[config.mk]
export PLATFORM = sky130hd
export DESIGN_NAME = regfile_sb
export DESIGN_NICKNAME = d
export VERILOG_FILES = /design/src/rtl/regfile_sb.sv
export SDC_FILE = /design/constraint.sdc
export NUM_CORES = 2
export LEC_CHECK = 0
export BUFFER_PORTS_ARGS = -buffer_cell sky130_fd_sc_hd__buf_4
export CELL_PAD_IN_SITES_DETAIL_PLACEMENT = 1
export CELL_PAD_IN_SITES_GLOBAL_PLACEMENT = 1
export CORE_UTILIZATION = 39
export CTS_CLUSTER_SIZE = 8
export DETAILED_ROUTE_END_ITERATION = 12
export PLACE_DENSITY_LB_ADDON = 0.25
export SLEW_MARGIN = 20
export SYNTH_ARGS = -nofsm -noshare
export SYNTH_HDL_FRONTEND = slang
export SYNTH_SLANG_ARGS = --single-unit
[constraint.sdc]
create_clock -name clk -period 80.1 [get_ports clk]
set_input_delay 20.025 -clock clk [delete_from_list [all_inputs] [get_ports clk]]
set_output_delay 20.025 -clock clk [all_outputs]
set_load 0.1 [all_outputs]
[src/rtl/regfile_sb.sv]
// Integer register file for the decode stage: NRP registered read ports with
// same-cycle write bypass, one write-back port, and a per-register pending scoreboard.
module regfile_sb #(
  parameter int XLEN = 32,
  parameter int NREG = 32,
  parameter int NRP = 3,
  parameter int SP_IDX = 2,
  parameter logic [XLEN-1:0] SP_RESET = XLEN'('h1F400),
  localparam int AW = $clog2(NREG)
) (
  input  logic                clk,
  input  logic                reset,
  input  logic [NRP-1:0]      rd_en_i,
  input  logic [NRP*AW-1:0]   rd_addr_i,
  output logic [NRP*XLEN-1:0] rd_data_o,
  output logic [NRP-1:0]      rd_busy_o,
  input  logic                wr_en_i,
  input  logic [AW-1:0]       wr_addr_i,
  input  logic [XLEN-1:0]     wr_data_i,
  input  logic                iss_en_i,
  input  logic [AW-1:0]       iss_addr_i,
  input  logic                flush_i,
  output logic                stall_o
);

  logic [XLEN-1:0] regs [NREG];
  logic [NREG-1:0] pend;
  logic [NREG-1:0] pend_nxt;
  logic [AW-1:0]   rd_a   [NRP];
  logic [XLEN-1:0] rd_val [NRP];
  logic            waw;

  // Per-port address decode, bypass selection and RAW busy detection.
  always_comb begin
    rd_busy_o = '0;
    for (int k = 0; k < NRP; k++) begin
      rd_a[k] = rd_addr_i[k*AW +: AW];
      if (rd_a[k] == '0)
        rd_val[k] = '0;
      else if (wr_en_i && (wr_addr_i == rd_a[k]))
        rd_val[k] = wr_data_i;
      else
        rd_val[k] = regs[rd_a[k]];
      rd_busy_o[k] = rd_en_i[k] & pend[rd_a[k]] & ~(wr_en_i && (wr_addr_i == rd_a[k]));
    end
  end

  // Issue handshake: iss_en_i is a valid qualified by ~stall_o; the producer
  // must hold the instruction while stall_o is high. A same-cycle write-back to
  // the issue target retires the old producer, so it does not count as WAW.
  always_comb begin
    waw     = iss_en_i & pend[iss_addr_i] & ~(wr_en_i && (wr_addr_i == iss_addr_i));
    stall_o = (|rd_busy_o) | waw;
  end

  // Clear, then set (a new producer wins), then flush overrides everything.
  always_comb begin
    pend_nxt = pend;
    if (wr_en_i)
      pend_nxt[wr_addr_i] = 1'b0;
    if (iss_en_i && (iss_addr_i != '0))
      pend_nxt[iss_addr_i] = 1'b1;
    if (flush_i)
      pend_nxt = '0;
    pend_nxt[0] = 1'b0;
  end

  always_ff @(posedge clk or posedge reset) begin
    if (reset) begin
      for (int i = 0; i < NREG; i++)
        regs[i] <= (i == SP_IDX) ? SP_RESET : '0;
    end else if (wr_en_i && (wr_addr_i != '0)) begin
      regs[wr_addr_i] <= wr_data_i;
    end
  end

  always_ff @(posedge clk or posedge reset) begin
    if (reset) begin
      rd_data_o <= '0;
      pend      <= '0;
    end else begin
      for (int k = 0; k < NRP; k++)
        if (rd_en_i[k])
          rd_data_o[k*XLEN +: XLEN] <= rd_val[k];
      pend <= pend_nxt;
    end
  end

endmodule

Yosys cells after proc, flatten, opt, wreduce, memory -nomap -nowiden
Index checks and enable logic that the tools add are counted.

Register bits after elaboration: 1151. Bits of input ports: 65. Output and inout port bits: 100. Logic and storage cells: 120.

Reduce and logical (&&, ||, !) cells: 15. Magnitude comparators: 12. Muxes and demuxes: 33. Bitwise operators: 20. Equal/unequal tests: 4.

Operators by type and width (number): $bwmux 1024 (1); $mux 32 (16); $bmux 32 s5 (3); $demux 32 s5 (1); $and 32x32->32 (1); $not 32->32 (1); $or 32x32->32 (1); $lt 5x6->1 const B (5); $ge 6x6->1 const B (4); $not 5->6 (4); $bmux 1 s5 (4); $eq 5x5->1 (4); $logic_not 5->1 (3); $demux 1 s5 (2); $ge 5x1->1 const B (2); $reduce_bool 5->1 (2); $logic_and 1x1->1 (9); $and 1x1->1 (8); $lt 6x1->1 const B (1); $mux 1 (6); $not 1->1 (4); $reduce_or 3->1 (1); $or 1x1->1 (1).

Longest topological paths before layout
Depth in word-level cells: 10. Depth in mapped cells: 9. Depth with buffers taken out: 5.

Least setup slack after synthesis
Ideal clock, no wire load.

Path kind: input port to output port. Start: in rd_addr_i[9]. End: out stall_o. Path buffers: 2. Data required time: 60075 ps. Data arrival time: 24247 ps. Slack: 35828 ps. Stages on the path: 6. Cell sequence: clkbuf_1 clkbuf_1 o21ai_1 o221a_2 a311oi_1 a2111o_1.

Longest elaborated chain between the ends: 6. Elaborated cells on any way between the ends: 9. Classes of those cells: eq/ne (1); mux (2); bitwise (4); reduce/logical (2).

Ends and longest elaborated chain: start: declaration (RTL line 14) `input logic [NRP*AW-1:0] rd_addr_i,`; $bmux 1 s5 / $eq 5x5->1 (equally long branches) (RTL line 44) `rd_busy_o[k] = rd_en_i[k] & pend[rd_a[k]] & ~(wr_en_i && (wr_addr_i == rd_a[k]));`; $mux 1 (not written as such) / $logic_and 1x1->1 (equally long branches) (RTL line 44); $and 1x1->1 / $not 1->1 (equally long branches) (RTL line 44); $and 1x1->1 * (RTL line 44); named net rd_busy_o[1] (RTL line 16) `output logic [NRP-1:0] rd_busy_o,`; $reduce_or 3->1 * (RTL line 53) `stall_o = (|rd_busy_o) | waw;`; $or 1x1->1 * (RTL line 53); end: declaration (RTL line 23) `output logic stall_o`.

The timed path passes the listed nets; every way through them passes the cells marked *. The select of a mux whose other input is x is not followed.

Final worst setup path
Start: in rd_addr_i[6]. End: out stall_o.

Longest elaborated chain between the ends: 6. Elaborated cells on any way between the ends: 9. Classes of those cells: eq/ne (1); mux (2); bitwise (4); reduce/logical (2).

Ends and longest elaborated chain (RTL line): $bmux 1 s5 / $eq 5x5->1 (equally long branches) (44); $mux 1 (not written as such) / $logic_and 1x1->1 (equally long branches) (44); $and 1x1->1 / $not 1->1 (equally long branches) (44); $and 1x1->1 * (44); $reduce_or 3->1 * (53); $or 1x1->1 * (53).

Mark *: on every way between the ends. The rest lies on a longest branch, timed or not. The select of a mux whose other input is x is not followed.

==> flow_metrics.tcl <==
set metrics [dict create \
    finalHoldViolCount 0 \
    groute.usage.overall_pct 28.5 \
    crit_required_ns 60.07 \
    synth_edf_count 0 \
    grt_pass1_vias 47480 \
    holdPathEnd "regs[1006]$_DFFE_PP0P_" \
    syn_area_per_cell_um2 15.7 \
    grt_first_pass_wirelength_mm 365 \
    gp_congestion 0.864 \
    status "finished, final reports clean" \
    yosysSeqAreaShare_pct 41.9 \
    synth-seq-cells 1151 \
    viasPerCell 6.72 \
    slew_headroom_pct 22.6 \
    insertion_delay_ns 0.80 \
    pre_cts_slack_ns 37.72 \
    drt_first_pass_iters 6 \
    cts.clk_slew.worst_paths_ns 0.05 \
    r2r-end "rd_data_o[9]$_DFFE_PP0P_" \
    maxCapViolCount 0 \
    fin_crit_ns 42.39 \
    cp-start-kind "input pin" \
    cts_buffer_depth 3 \
    grt_max_degree 167 \
    synth.most_common_cell "dfrtp_1" \
    cts_setup_buffers 0 \
    path_class "input pin to output port" \
    dieHeight_um 422 \
    ctsHoldBuffers 0 \
    timing.fmax_mhz 23.6 \
    layout.nets 4352 \
    fp.dieW_um 422 \
    antenna_found_initial 11 \
    wirelength_mm 250 \
    hp-start "regs[1006]$_DFFE_PP0P_" \
    critPathMaxFanout 72 \
    drive_gt1_share_pct 56.8 \
    io_buffers 164 \
    cts.htree.levels 4 \
    first_iter_violations 4535 \
    grt.overflow.total 0 \
    end_kind "output port" \
    syn_nets 4438 \
    drcViolationCount 0 \
    power.total_mw 1.97 \
    synthFlopType "dfrtp_1" \
    slew_violations 0 \
    reg2reg_depth 4 \
    synthCells 4373 \
    skew_ns 0.0237 \
    fin_setup_tns_ns 0 \
    io_pins 165 \
    fp-row-count 153 \
    peakVddDrop_uv 16.4 \
    ant_nets 0 \
    cts-buffers-inserted 162 \
    ys_warn_count 0 \
    wl_per_cell_um 37.4 \
    initial_core_util_pct 39.4 \
    yosysTopAreaCellShare_pct 41.7 \
    dp_hpwl_mm 137 \
    worst_slack_ns 37.71 \
    period_share_pct 52.9 \
    syn_area_mm2 0.0688 \
    root_buffer "clkbuf_16" \
    dr_total_vias 44834 \
    yosys.area.top_type "dfrtp_1" \
    syn2layout_area_growth_pct 10.9 \
    die_area_mm2 0.178 \
    timing.hold.ws_ns 0.415 \
    utilization_pct 43.7 \
    r2r_setup_slack_ns 78.35 \
    tightest_slew_ns 1.16 \
    pwr_density_cell_mw_per_mm2 25.8 \
    numClockSinks 1151 \
    synthArstFlopShare_pct 100 \
    rsz0062_at_grt "false" \
    synth_cell_types 48 \
    reg2reg_from "regs[681]$_DFFE_PP0P_" \
    cp.arrival_ns 22.37 \
    synth_common_cells "dfrtp_1, mux2_2, mux4_2, clkbuf_1, nand2b_1" \
    cts_tree "done" \
    coreArea_mm2 0.175 \
    finalSetupViolations 0 \
    ys_top_cells_by_area "dfrtp_1, mux4_2, mux2_2" \
    min_path_type "flop to flop" \
    hold_depth 0 \
    cts-resized-gates 0 \
    p_leak_nw 31.3 \
]
worst max-delay path, cell delays in order:
cell and delay [ns]:
buf_8 0.51, mux2_2 0.41, or3_1 0.31, a31oi_1 0.22, a311oi_1 0.20, a2111o_1 0.38, buf_4 0.24
worst max path at each step:
stage | start | to | slack, ns | depth (start not counted)
floorplan | reset | pend[10]$_DFF_PP0_ | 27.67 | 1
global placement | rd_addr_i[2] | stall_o | 37.73 | 6
detailed placement | rd_addr_i[2] | stall_o | 37.72 | 6
CTS | rd_addr_i[2] | stall_o | 37.72 | 6
global route | rd_addr_i[6] | stall_o | 37.64 | 7
finish | rd_addr_i[6] | stall_o | 37.71 | 7
where the power goes:
part / switching (mW) / leakage (nW) / internal [mW]
clock: 0.265 / 2.17 / 0.372
combinational: 0.248 / 14.3 / 0.275
sequential: 0.117 / 14.8 / 0.694
routing by layer:
metal  GRT usage (%)  part of all wire [%]  vias to the layer above
met1            38.6                    41                    25067
met3            5.70                   7.2                      497
met5               0                 0.011                        -
met4            10.8                   3.6                        4
met2            45.2                    48                     2153
li1                -                     -                    17113
kinds of logic (layout without fill, tap and decap cells):
logic type,Yosys count,count (layout),synth area share (%)
muxes,1994,1994,48.7
DFF,1151,1151,41.9
and+or+nand+nor,515,515,4.27
buffers and inverters,513,478,3.36
AOI/OAI and AO/OA,180,180,1.53
xor gates and xnor gates,20,20,0.255
other,0,9,0
cells in the final DEF (no fill, tap or decap), types with 5 or more instances in the layout:
| master | netlist | final |
|---|---|---|
| dfstp_2 | 6 | 6 |
| o21ai_0 | 21 | 21 |
| nand2b_1 | 193 | 193 |
| a22oi_1 | 19 | 19 |
| buf_12 | 0 | 7 |
| mux2i_1 | 17 | 17 |
| dfrtp_1 | 1145 | 1145 |
| nor3b_1 | 8 | 8 |
| nand2_1 | 42 | 27 |
| buf_6 | 13 | 7 |
| inv_6 | 0 | 5 |
| xnor2_1 | 16 | 16 |
| nor2_4 | 0 | 16 |
| mux2_2 | 995 | 995 |
| a21oi_1 | 112 | 112 |
| nand3b_1 | 9 | 9 |
| diode_2 | 0 | 9 |
| buf_8 | 0 | 6 |
| buf_4 | 31 | 237 |
| nand2_4 | 0 | 15 |
| mux4_2 | 982 | 982 |
| nor2_1 | 37 | 21 |
| nand3_1 | 104 | 104 |
| clkbuf_16 | 0 | 166 |
| clkbuf_1 | 252 | 37 |
| nor2b_1 | 100 | 100 |
through the flow:
step / instance area [um^2] / instances
3_3_place_gp: 71800 / 6447
3_5_place_dp: 71800 / 6448
6_report: 76300 / 6672
2_1_floorplan: 68800 / 4373
4_1_cts: 76200 / 6663
5_1_grt: 76200 / 6664
layout make-up:
cell class / count / area (um^2)
diodes: 9 / 22.5
clock buffers: 205 / 4320
clock inverters: 10 / 133
fillers: 16807 / 98300
inverters: 5 / 26.3
multi-input cells: 2709 / 37900
flip-flops and latches: 1151 / 28800
well taps: 2325 / 2910
repair buffers: 258 / 2120
flip-flops by register name, indices dropped and copies added, names as in the netlist:
register   cells
pend          31
rd_data_o     96
regs        1024
(Power assumes the default switching activity.)
